==> config.mk <==
export PLATFORM = sky130hd
export DESIGN_NAME = ika2151_bus_writer
export DESIGN_NICKNAME = d
export VERILOG_FILES = /design/src/rtl/ika2151_bus_writer.sv
export SDC_FILE = /design/constraint.sdc
export NUM_CORES = 1
export LEC_CHECK = 0
export CORE_ASPECT_RATIO = 1.2
export CORE_MARGIN = 2
export CORE_UTILIZATION = 45
export DETAILED_ROUTE_END_ITERATION = 12
export DONT_BUFFER_PORTS = 1
export PLACE_DENSITY = 0.72
export SKIP_CTS_REPAIR_TIMING = 1
export SLEW_MARGIN = 20
export SYNTH_ARGS = -nofsm -noshare
export SYNTH_HDL_FRONTEND = slang
export SYNTH_SLANG_ARGS = --single-unit
==> constraint.sdc <==
create_clock -name i_EMUCLK -period 8.2 [get_ports i_EMUCLK]
set_input_delay 1.64 -clock i_EMUCLK [delete_from_list [all_inputs] [get_ports i_EMUCLK]]
set_output_delay 1.64 -clock i_EMUCLK [all_outputs]
set_load 0.03 [all_outputs]
==> src/rtl/ika2151_bus_writer.sv <==
// ika2151_bus_writer
// Host-side write sequencer for the IKA2151. Each {address, data} request is
// queued in a small FIFO. It is then replayed on the chip CPU bus as an
// address write (A0=0) followed by a data write (A0=1). A fixed busy wait
// follows every data write.
//
// Ports
//   i_EMUCLK      master clock, all logic on posedge
//   i_RST         asynchronous active-high reset
//   i_REQ_VALID   write request valid
//   o_REQ_READY   FIFO not full
//   i_REQ_ADDR    OPM register address
//   i_REQ_DATA    OPM register data
//   o_CS_n        chip select to IKA2151
//   o_WR_n        write strobe to IKA2151
//   o_A0          0 = address write, 1 = data write
//   o_D           bus data
//   o_BUSY        sequencer active or requests pending
//   o_FIFO_LEVEL  occupied FIFO entries
module ika2151_bus_writer #(
   parameter int FIFO_DEPTH = 4,
   parameter int SETUP_CYC  = 15,
   parameter int PULSE_CYC  = 20,
   parameter int GAP_CYC    = 15,
   parameter int BUSY_CYC   = 256,
   localparam int LVL_W     = $clog2(FIFO_DEPTH) + 1
) (
   input  logic             i_EMUCLK,
   input  logic             i_RST,
   input  logic             i_REQ_VALID,
   output logic             o_REQ_READY,
   input  logic [7:0]       i_REQ_ADDR,
   input  logic [7:0]       i_REQ_DATA,
   output logic             o_CS_n,
   output logic             o_WR_n,
   output logic             o_A0,
   output logic [7:0]       o_D,
   output logic             o_BUSY,
   output logic [LVL_W-1:0] o_FIFO_LEVEL
);

   localparam int PTR_W   = (FIFO_DEPTH > 1) ? $clog2(FIFO_DEPTH) : 1;
   localparam int MAX_SP  = (SETUP_CYC > PULSE_CYC) ? SETUP_CYC : PULSE_CYC;
   localparam int MAX_GB  = (GAP_CYC > BUSY_CYC) ? GAP_CYC : BUSY_CYC;
   localparam int CNT_MAX = (MAX_SP > MAX_GB) ? MAX_SP : MAX_GB;
   localparam int CNT_W   = $clog2(CNT_MAX + 1);

   localparam logic [CNT_W-1:0] SETUP_LD = CNT_W'(SETUP_CYC);
   localparam logic [CNT_W-1:0] PULSE_LD = CNT_W'(PULSE_CYC);
   localparam logic [CNT_W-1:0] GAP_LD   = CNT_W'(GAP_CYC);
   localparam logic [CNT_W-1:0] BUSY_LD  = CNT_W'(BUSY_CYC);
   localparam logic [CNT_W-1:0] CNT_ONE  = CNT_W'(1);

   typedef enum logic [2:0] {
      ST_IDLE,
      ST_ADR_SETUP,
      ST_ADR_PULSE,
      ST_ADR_GAP,
      ST_DAT_SETUP,
      ST_DAT_PULSE,
      ST_DAT_GAP,
      ST_BUSY_WAIT
   } state_t;

   state_t            state, state_nxt;
   logic [CNT_W-1:0]  cnt, cnt_nxt;
   logic              pop;
   logic              push;

   logic [15:0]       fifo_mem [FIFO_DEPTH];
   logic [PTR_W-1:0]  wr_ptr, rd_ptr;
   logic [LVL_W-1:0]  level;
   logic [7:0]        addr_q, data_q;

   assign o_REQ_READY  = (level != LVL_W'(FIFO_DEPTH));
   assign push         = i_REQ_VALID & o_REQ_READY;
   assign o_FIFO_LEVEL = level;
   assign o_BUSY       = (state != ST_IDLE) | (|level);

   // Request FIFO control; pointers wrap naturally because depth is a power of 2
   always_ff @(posedge i_EMUCLK or posedge i_RST) begin
      if (i_RST) begin
         wr_ptr <= '0;
         rd_ptr <= '0;
         level  <= '0;
      end else begin
         if (push) wr_ptr <= wr_ptr + PTR_W'(1);
         if (pop)  rd_ptr <= rd_ptr + PTR_W'(1);
         case ({push, pop})
            2'b10:   level <= level + LVL_W'(1);
            2'b01:   level <= level - LVL_W'(1);
            default: level <= level;
         endcase
      end
   end

   // Storage and the popped-entry holding registers carry no reset: they are
   // only ever read after a push/pop has written them.
   always_ff @(posedge i_EMUCLK) begin
      if (push) fifo_mem[wr_ptr] <= {i_REQ_ADDR, i_REQ_DATA};
   end

   always_ff @(posedge i_EMUCLK) begin
      if (pop) {addr_q, data_q} <= fifo_mem[rd_ptr];
   end

   // FSM state and shared down-counter
   always_ff @(posedge i_EMUCLK or posedge i_RST) begin
      if (i_RST) begin
         state <= ST_IDLE;
         cnt   <= '0;
      end else begin
         state <= state_nxt;
         cnt   <= cnt_nxt;
      end
   end

   // Each timed state lasts exactly its load value: the counter is loaded on
   // entry and the state is left on the edge where it reads 1.
   always_comb begin
      state_nxt = state;
      cnt_nxt   = cnt;
      pop       = 1'b0;
      if (state != ST_IDLE) cnt_nxt = cnt - CNT_ONE;
      case (state)
         ST_IDLE: begin
            if (|level) begin
               pop       = 1'b1;
               state_nxt = ST_ADR_SETUP;
               cnt_nxt   = SETUP_LD;
            end
         end
         ST_ADR_SETUP: if (cnt == CNT_ONE) begin state_nxt = ST_ADR_PULSE; cnt_nxt = PULSE_LD; end
         ST_ADR_PULSE: if (cnt == CNT_ONE) begin state_nxt = ST_ADR_GAP;   cnt_nxt = GAP_LD;   end
         ST_ADR_GAP:   if (cnt == CNT_ONE) begin state_nxt = ST_DAT_SETUP; cnt_nxt = SETUP_LD; end
         ST_DAT_SETUP: if (cnt == CNT_ONE) begin state_nxt = ST_DAT_PULSE; cnt_nxt = PULSE_LD; end
         ST_DAT_PULSE: if (cnt == CNT_ONE) begin state_nxt = ST_DAT_GAP;   cnt_nxt = GAP_LD;   end
         ST_DAT_GAP: begin
            if (cnt == CNT_ONE) begin
               if (BUSY_CYC == 0) begin
                  state_nxt = ST_IDLE;
                  cnt_nxt   = '0;
               end else begin
                  state_nxt = ST_BUSY_WAIT;
                  cnt_nxt   = BUSY_LD;
               end
            end
         end
         ST_BUSY_WAIT: if (cnt == CNT_ONE) begin state_nxt = ST_IDLE; cnt_nxt = '0; end
         default: begin
            state_nxt = ST_IDLE;
            cnt_nxt   = '0;
         end
      endcase
   end

   // Bus outputs are registered from the current state. They therefore trail
   // the state by one edge. A0/D are loaded only on the setup state.
   always_ff @(posedge i_EMUCLK or posedge i_RST) begin
      if (i_RST) begin
         o_CS_n <= 1'b1;
         o_WR_n <= 1'b1;
         o_A0   <= 1'b0;
         o_D    <= '0;
      end else begin
         case (state)
            ST_ADR_SETUP: begin
               o_CS_n <= 1'b0;
               o_WR_n <= 1'b1;
               o_A0   <= 1'b0;
               o_D    <= addr_q;
            end
            ST_DAT_SETUP: begin
               o_CS_n <= 1'b0;
               o_WR_n <= 1'b1;
               o_A0   <= 1'b1;
               o_D    <= data_q;
            end
            ST_ADR_PULSE, ST_DAT_PULSE: begin
               o_CS_n <= 1'b0;
               o_WR_n <= 1'b0;
            end
            default: begin
               o_CS_n <= 1'b1;
               o_WR_n <= 1'b1;
            end
         endcase
      end
   end

endmodule

==> results of run 1 <==
per-layer routing:
metal / GRT usage / wire length, um / share of wire / vias up
li1: - / - / - / 999
met1: 0.1883 / 3087 / 0.43 / 1101
met2: 0.2338 / 3492 / 0.49 / 49
met3: 0.04966 / 397 / 0.056 / 13
met4: 0.07923 / 175 / 0.024 / 0
met5: 0 / 0 / 0 / -
logic make-up (layout without fill, tap and decap cells):
family	Yosys count	after routing
AO/OA/AOI/OAI	41	41
XOR/XNOR	11	11
adder cells (fa/ha/maj)	8	8
buffers and inverters	25	29
flip-flops	110	110
multiplexers	18	18
AND/OR/NAND/NOR	54	54
report_power, final:
part           total [mW]  switching [mW]  internal (mW)
Clock               0.406           0.196          0.210
Sequential          0.726          0.0411          0.685
Combinational       0.120          0.0768         0.0434
Total                1.25           0.314          0.938
sequential cells by signal, indices dropped and copies added (netlist names):
register	flops
fifo_mem	64
cnt	9
addr_q	8
data_q	8
o_D	8
o_FIFO_LEVEL	3
state	3
rd_ptr	2
wr_ptr	2
o_A0	1
o_CS_n	1
o_WR_n	1
layout make-up:
cell class / count / area [um^2]
Tap cell: 123 / 153.9
Multi-Input combinational cell: 132 / 1140
Clock inverter: 7 / 55.05
Inverter: 12 / 45.04
Timing Repair Buffer: 1 / 7.507
Sequential cell: 110 / 3157
Clock buffer: 9 / 225.2
Fill cell: 789 / 4732
worst paths after layout:
path                              endpoint  slack, ns     start  depth (start not counted)
min reg2reg                         cnt[7]       0.49    cnt[7]                          1
max in group asynchronous        rd_ptr[0]       6.50     i_RST                          1
max                                 o_BUSY       4.59  state[1]                          3
min                                 cnt[7]       0.49    cnt[7]                          1
max reg2reg                o_FIFO_LEVEL[2]       5.39  state[1]                          9
min in group asynchronous           o_D[0]       1.25     i_RST                          1
per-stage QoR:
step	total power [mW]	worst slack [ns]	cell area, um^2	std cells	utilization
after floorplan	0.8215	5.093	4398	267	-
after global placement	0.8556	5.057	4502	378	0.4731
after detailed placement	0.8650	4.997	4502	378	0.4731
after CTS	1.269	4.585	4782	394	0.5026
after global routing	1.309	4.384	4783	394	0.5027
final	1.252	4.593	4783	394	0.5027
placed cells by master, fill, tap and decap left out, types with 9 or more instances in the layout:
cell and instances:
nand2_1 16, o21ai_0 14, mux4_2 16, nor2_1 11
clkbuf_16 9, inv_1 11, edfxtp_1 80, dfrtp_1 27
a22oi_1 9
worst max-delay path: stages, from the launching register on:
cell and delay (ns):
dfrtp_1 0.56, nor3_1 0.54, and2_1 0.27, inv_1 0.25
==> qor.txt, run 1 <==
status = finished, final reports clean
Min-Delay Path Class = flop to flop
average cell area after synthesis = 16.47 um^2
largest net degree at the start of global routing = 31
PwrDens = 261.7 nW/um^2
final WL = 7151 um
Chip Width = 94.25 um
Worst EP required = 6.56 ns
die area = 10580 um^2
detailed-placement wirelength estimate = 4659 um
ANT cells = 0
drt initial violations = 114
drt drc = 0
Crit. End Element = output port
largest family of logic cells by synthesized area = multiplexers
clock latency on the worst-skew pair = 0.34 ns
row cnt = 39
Synth top cells by count = 80 x edfxtp_1, 28 x dfrtp_1, 16 x mux4_2, 16 x nand2_1, 14 x o21ai_0
Tcrit/Tclk final = 0.4399
mux contribution to synthesized area = 0.08677
YS warnings = 0
Yosys top cell area share = 0.5462
Synth area leader = edfxtp_1
max_cap viols = 0
Rel. slew slack = 0.4196
CTS Root Cell = clkbuf_16
Post-Synth Adder-Cell Area = 0.02447
XOR/XNOR share of the synthesized area = 0.02191
initial cell density of the core = 0.4622
Die Height = 112.3 um
Post-Syn Nets = 294
cts bufs inserted = 9
sequential fraction of the synthesis area = 0.7175
asr flop ratio synth = 0.2727
Final Slew Violations = 0
Compound-Gate Fraction of Synth Area = 0.06458
CTS tree = done
nets = 293
GRT Overall Usage = 0.1507
via count = 2162
gp weighted congestion = 0.7883
drt first pass iters = 4
DRT antenna net count = 0
Post-synth top flop = edfxtp_1
clock slew at reported path FFs = 0.07 ns
grt total ovfl = 0
Area contributors post-synth = edfxtp_1 55%, dfrtp_1 16%, mux4_2 8.2%
H-tree depth = 3
share of cells above drive strength 1 = 0.1513
Post-Synthesis Cells = 267
most numerous cell in the Yosys netlist = edfxtp_1
first-pass GRT wire length = 11810 um
Placeable Area = 9515 um^2
Mapped Area = 4398 um^2
P&R area growth vs syn = 8.763%
WL/cell = 18.15 um
minimum clock period after layout = 3.607 ns
# clock sinks = 110
critical path fanouts, max = 19
#FFs+latches synth = 110
PortBufs = 0
Post-synth EDFFs = 80
Crit Path Category = flop to output port
Post-Synth Simple-Gate Area = 0.06145
vias in the first global route = 2319
Leak Pwr = 1.701 nW
Worst-Margin Slew = 0.8707 ns
CTS max path bufs = 2
antenna violations before repair = 0
maximum VDD drop = 0.1138 mV
Min Hold Slack = 0.4913 ns
Hold Fails Final Rpt = 0
fmax = 277.2 MHz
startpoint type of the worst setup path = flop
setup TNS = 0 ns
Worst EP arrival = 1.97 ns
Final setup viols = 0
Worst Skew = 0.008125 ns
Netlist cell types = 44
RSZ-0062 raised after global routing = false
IO Count = 35
post-DR vias/cell = 5.487
No activity file was read; power rests on OpenSTA's default activity.
==> inputs of run 2 (changes only) <==
--- a/config.mk
+++ b/config.mk
@@ -10,7 +10,7 @@
 export CORE_UTILIZATION = 45
 export DETAILED_ROUTE_END_ITERATION = 12
 export DONT_BUFFER_PORTS = 1
-export PLACE_DENSITY = 0.72
+export PLACE_DENSITY = 0.74
 export SKIP_CTS_REPAIR_TIMING = 1
 export SLEW_MARGIN = 20
 export SYNTH_ARGS = -nofsm -noshare
==> constraint.sdc (replaced) <==
create_clock -name i_EMUCLK -period 3.15 [get_ports i_EMUCLK]
set_input_delay 0.63 -clock i_EMUCLK [delete_from_list [all_inputs] [get_ports i_EMUCLK]]
set_output_delay 0.63 -clock i_EMUCLK [all_outputs]
set_load 0.03 [all_outputs]
==> run 2 against run 1 <==
  * Combinational power grew to 2.8 times the previous value
  * First-iteration DRC count rose by 5.3%
  * Highest routed layer unchanged
  * Critical endpoint is now o_FIFO_LEVEL[2]
  * Register-to-register slack got worse by 4.8 ns
  * Largest power group unchanged
  * Setup slack worse by 4.0 ns
==> qor.txt, run 2 (synthesized netlist as in run 1, its figures left out) <==
minimum clock period after layout = 2.582 ns
Final Slew Violations = 0 (unchanged)
cell mode on critical path = inv_1
CTS Root Cell = clkbuf_16 (unchanged)
DRT antenna net count = 0 (unchanged)
Largest Register = fifo_mem (unchanged)
startpoint type of the worst setup path = flop (unchanged)
clock latency on the worst-skew pair = 0.34 ns (about the same)
via count = 2187 (was 2162)
initial cell density of the core = 0.4622 (unchanged)
IO Count = 35 (unchanged)
commonest non-fill, non-tap cell in the layout = edfxtp_1 (unchanged)
drt first pass iters = 4 (unchanged)
grt total ovfl = 0 (unchanged)
Worst Skew = 0.008462 ns (was 0.008125 ns)
GRT Overall Usage = 0.1505 (was 0.1507)
detailed-placement wirelength estimate = 4640 um (was 4659 um)
biggest regs = fifo_mem x64, cnt x9 (unchanged)
Crit. End Element = flop (was output port)
Rel. slew slack = 0.4619 (was 0.4196)
CTS tree = done (unchanged)
CP Buf/Inv Count = 3 (was 1)
row cnt = 39 (unchanged)
Min-Delay Path Class = input pin to async pin (was flop to flop)
critical path fanouts, max = 6 (was 19)
setup TNS = 0 ns (unchanged)
PwrDens = 684.0 nW/um^2 (was 261.7 nW/um^2)
max reg flops = 64 (unchanged)
Tcrit/Tclk final = 0.8198
Die Height = 112.3 um (unchanged)
die area = 10580 um^2 (unchanged)
Placeable Area = 9515 um^2 (unchanged)
drt drc = 0 (unchanged)
post-layout util = 0.5082 (was 0.5027)
Reg2Reg Depth = 10 (was 9)
Chip Width = 94.25 um (unchanged)
critical path's top delay family = simple AND/OR/NAND/NOR gates (unchanged)
CP peak stage delay = 0.52 ns (was 0.56 ns)
Worst EP arrival = 2.85 ns (was 1.97 ns)
first-pass GRT wire length = 11820 um (was 11810 um)
clock slew at reported path FFs = 0.07 ns (about the same)
maximum VDD drop = 0.3331 mV (was 0.1138 mV)
vias in the first global route = 2310 (was 2319)
status = finished, final reports clean (unchanged)
RSZ-0062 raised after global routing = false (unchanged)
CTS max path bufs = 2 (unchanged)
PortBufs = 0 (unchanged)
Worst path slowest cell = dfrtp_1 (unchanged)
# clock sinks = 110 (unchanged)
P&R area growth vs syn = 9.957% (was 8.763%)
max_cap viols = 0 (unchanged)
most frequent cells in the layout = 80 x edfxtp_1, 28 x dfrtp_1, 16 x nand2_1, 16 x mux4_2, 14 x o21ai_0 (was 80 x edfxtp_1, 27 x dfrtp_1, 16 x nand2_1, 16 x mux4_2, 14 x o21ai_0)
H-tree depth = 3 (unchanged)
setup slack after placement = 0.5644 ns (was 4.997 ns)
placed cell area = 4547 um^2 (was 4502 um^2)
ANT cells = 0 (unchanged)
Final WS setup = 0.5675 ns (was 4.593 ns)
Leak Pwr = 1.727 nW (was 1.701 nW)
share of cells above drive strength 1 = 0.1594 (was 0.1513)
largest net degree at the start of global routing = 31 (unchanged)
Hold Fails Final Rpt = 0 (unchanged)
fmax = 387.2 MHz
Worst EP required = 3.41 ns (was 6.56 ns)
Fillers = 784 (was 789)
post-DR vias/cell = 5.481 (was 5.487)
nets = 299 (was 293)
Final setup viols = 0 (unchanged)
drt initial violations = 120 (was 114)
cell area after layout = 4836 um^2 (was 4783 um^2)
WP depth = 10 (was 3)
Crit Path Category = flop to flop (was flop to output port)
crit path cell chain = inv_1 -> nand3_1 -> and2_1 -> inv_1 -> ha_1 -> inv_1 -> fa_1 -> xor2_1 -> nor2_1 -> xor2_1 (was nor3_1 -> and2_1 -> inv_1)
final WL = 7213 um (was 7151 um)
antenna violations before repair = 0 (unchanged)
gp weighted congestion = 0.7787 (was 0.7883)
cts bufs inserted = 9 (unchanged)
WL/cell = 18.08 um (was 18.15 um)
Worst-Margin Slew = 0.8071 ns (was 0.8707 ns)
[run 2: cell count changes in the layout (fill, tap and decap cells not counted), sizes merged]
cell      delta
buf          +6
bufinv       +1
clkinvlp     +1
inv          -3
[run 2: worst register-to-register path: stages, from the launching register on]
cell,delay [ns]
dfrtp_1,0.52
inv_1,0.17
nand3_1,0.37
and2_1,0.36
inv_1,0.06
ha_1,0.17
inv_1,0.07
fa_1,0.37
xor2_1,0.15
nor2_1,0.11
xor2_1,0.15
[run 2: layout make-up]
cell class / count / area, um^2 / share of cell area
multi-input cells: 132 / 1140 / 0.2357
well taps: 123 / 153.9 / 0.03182
repair buffers: 7 / 52.55 / 0.01087
clock buffers: 9 / 225.2 / 0.04657
flip-flops and latches: 110 / 3156 / 0.6525
inverters: 12 / 45.04 / 0.009314
clock inverters: 6 / 63.81 / 0.01320
[run 2: through the flow]
step	std cells	power (mW)	hold slack [ns]
floorplan	267	2.138	0.4414
global placement	384	2.249	0.4674
detailed placement	384	2.269	0.4741
CTS	399	3.346	0.3716
global route	399	3.450	0.2863
finish	399	3.308	0.2428
[run 2: path summary, 6_finish.rpt]
kind | slack [ns] | start | endpoint
setup / recovery | 0.57 | o_FIFO_LEVEL[0] | o_FIFO_LEVEL[2]
hold / removal | 0.24 | i_RST | cnt[3]
setup reg to reg | 0.57 | o_FIFO_LEVEL[0] | o_FIFO_LEVEL[2]
hold reg to reg | 0.49 | cnt[7] | cnt[7]
max in group asynchronous | 2.51 | i_RST | wr_ptr[1]
min in group i_EMUCLK | 0.38 | i_REQ_DATA[4] | fifo_mem[2][4]
[run 2: power by group]
part	internal, mW	leakage, nW	switching [mW]	total (mW)
clock	0.610	0.135	0.474	1.08
combinational	0.131	0.500	0.207	0.338
sequential	1.78	1.09	0.105	1.89
total	2.52	1.73	0.787	3.31
[run 2: routing by layer]
metal	vias to the layer above	global-route usage	routed length (um)
li1	1017	-	-
met1	1107	0.1921	2976
met2	56	0.2400	3687
met3	7	0.05034	454
met4	0	0.05604	94
met5	-	0	0
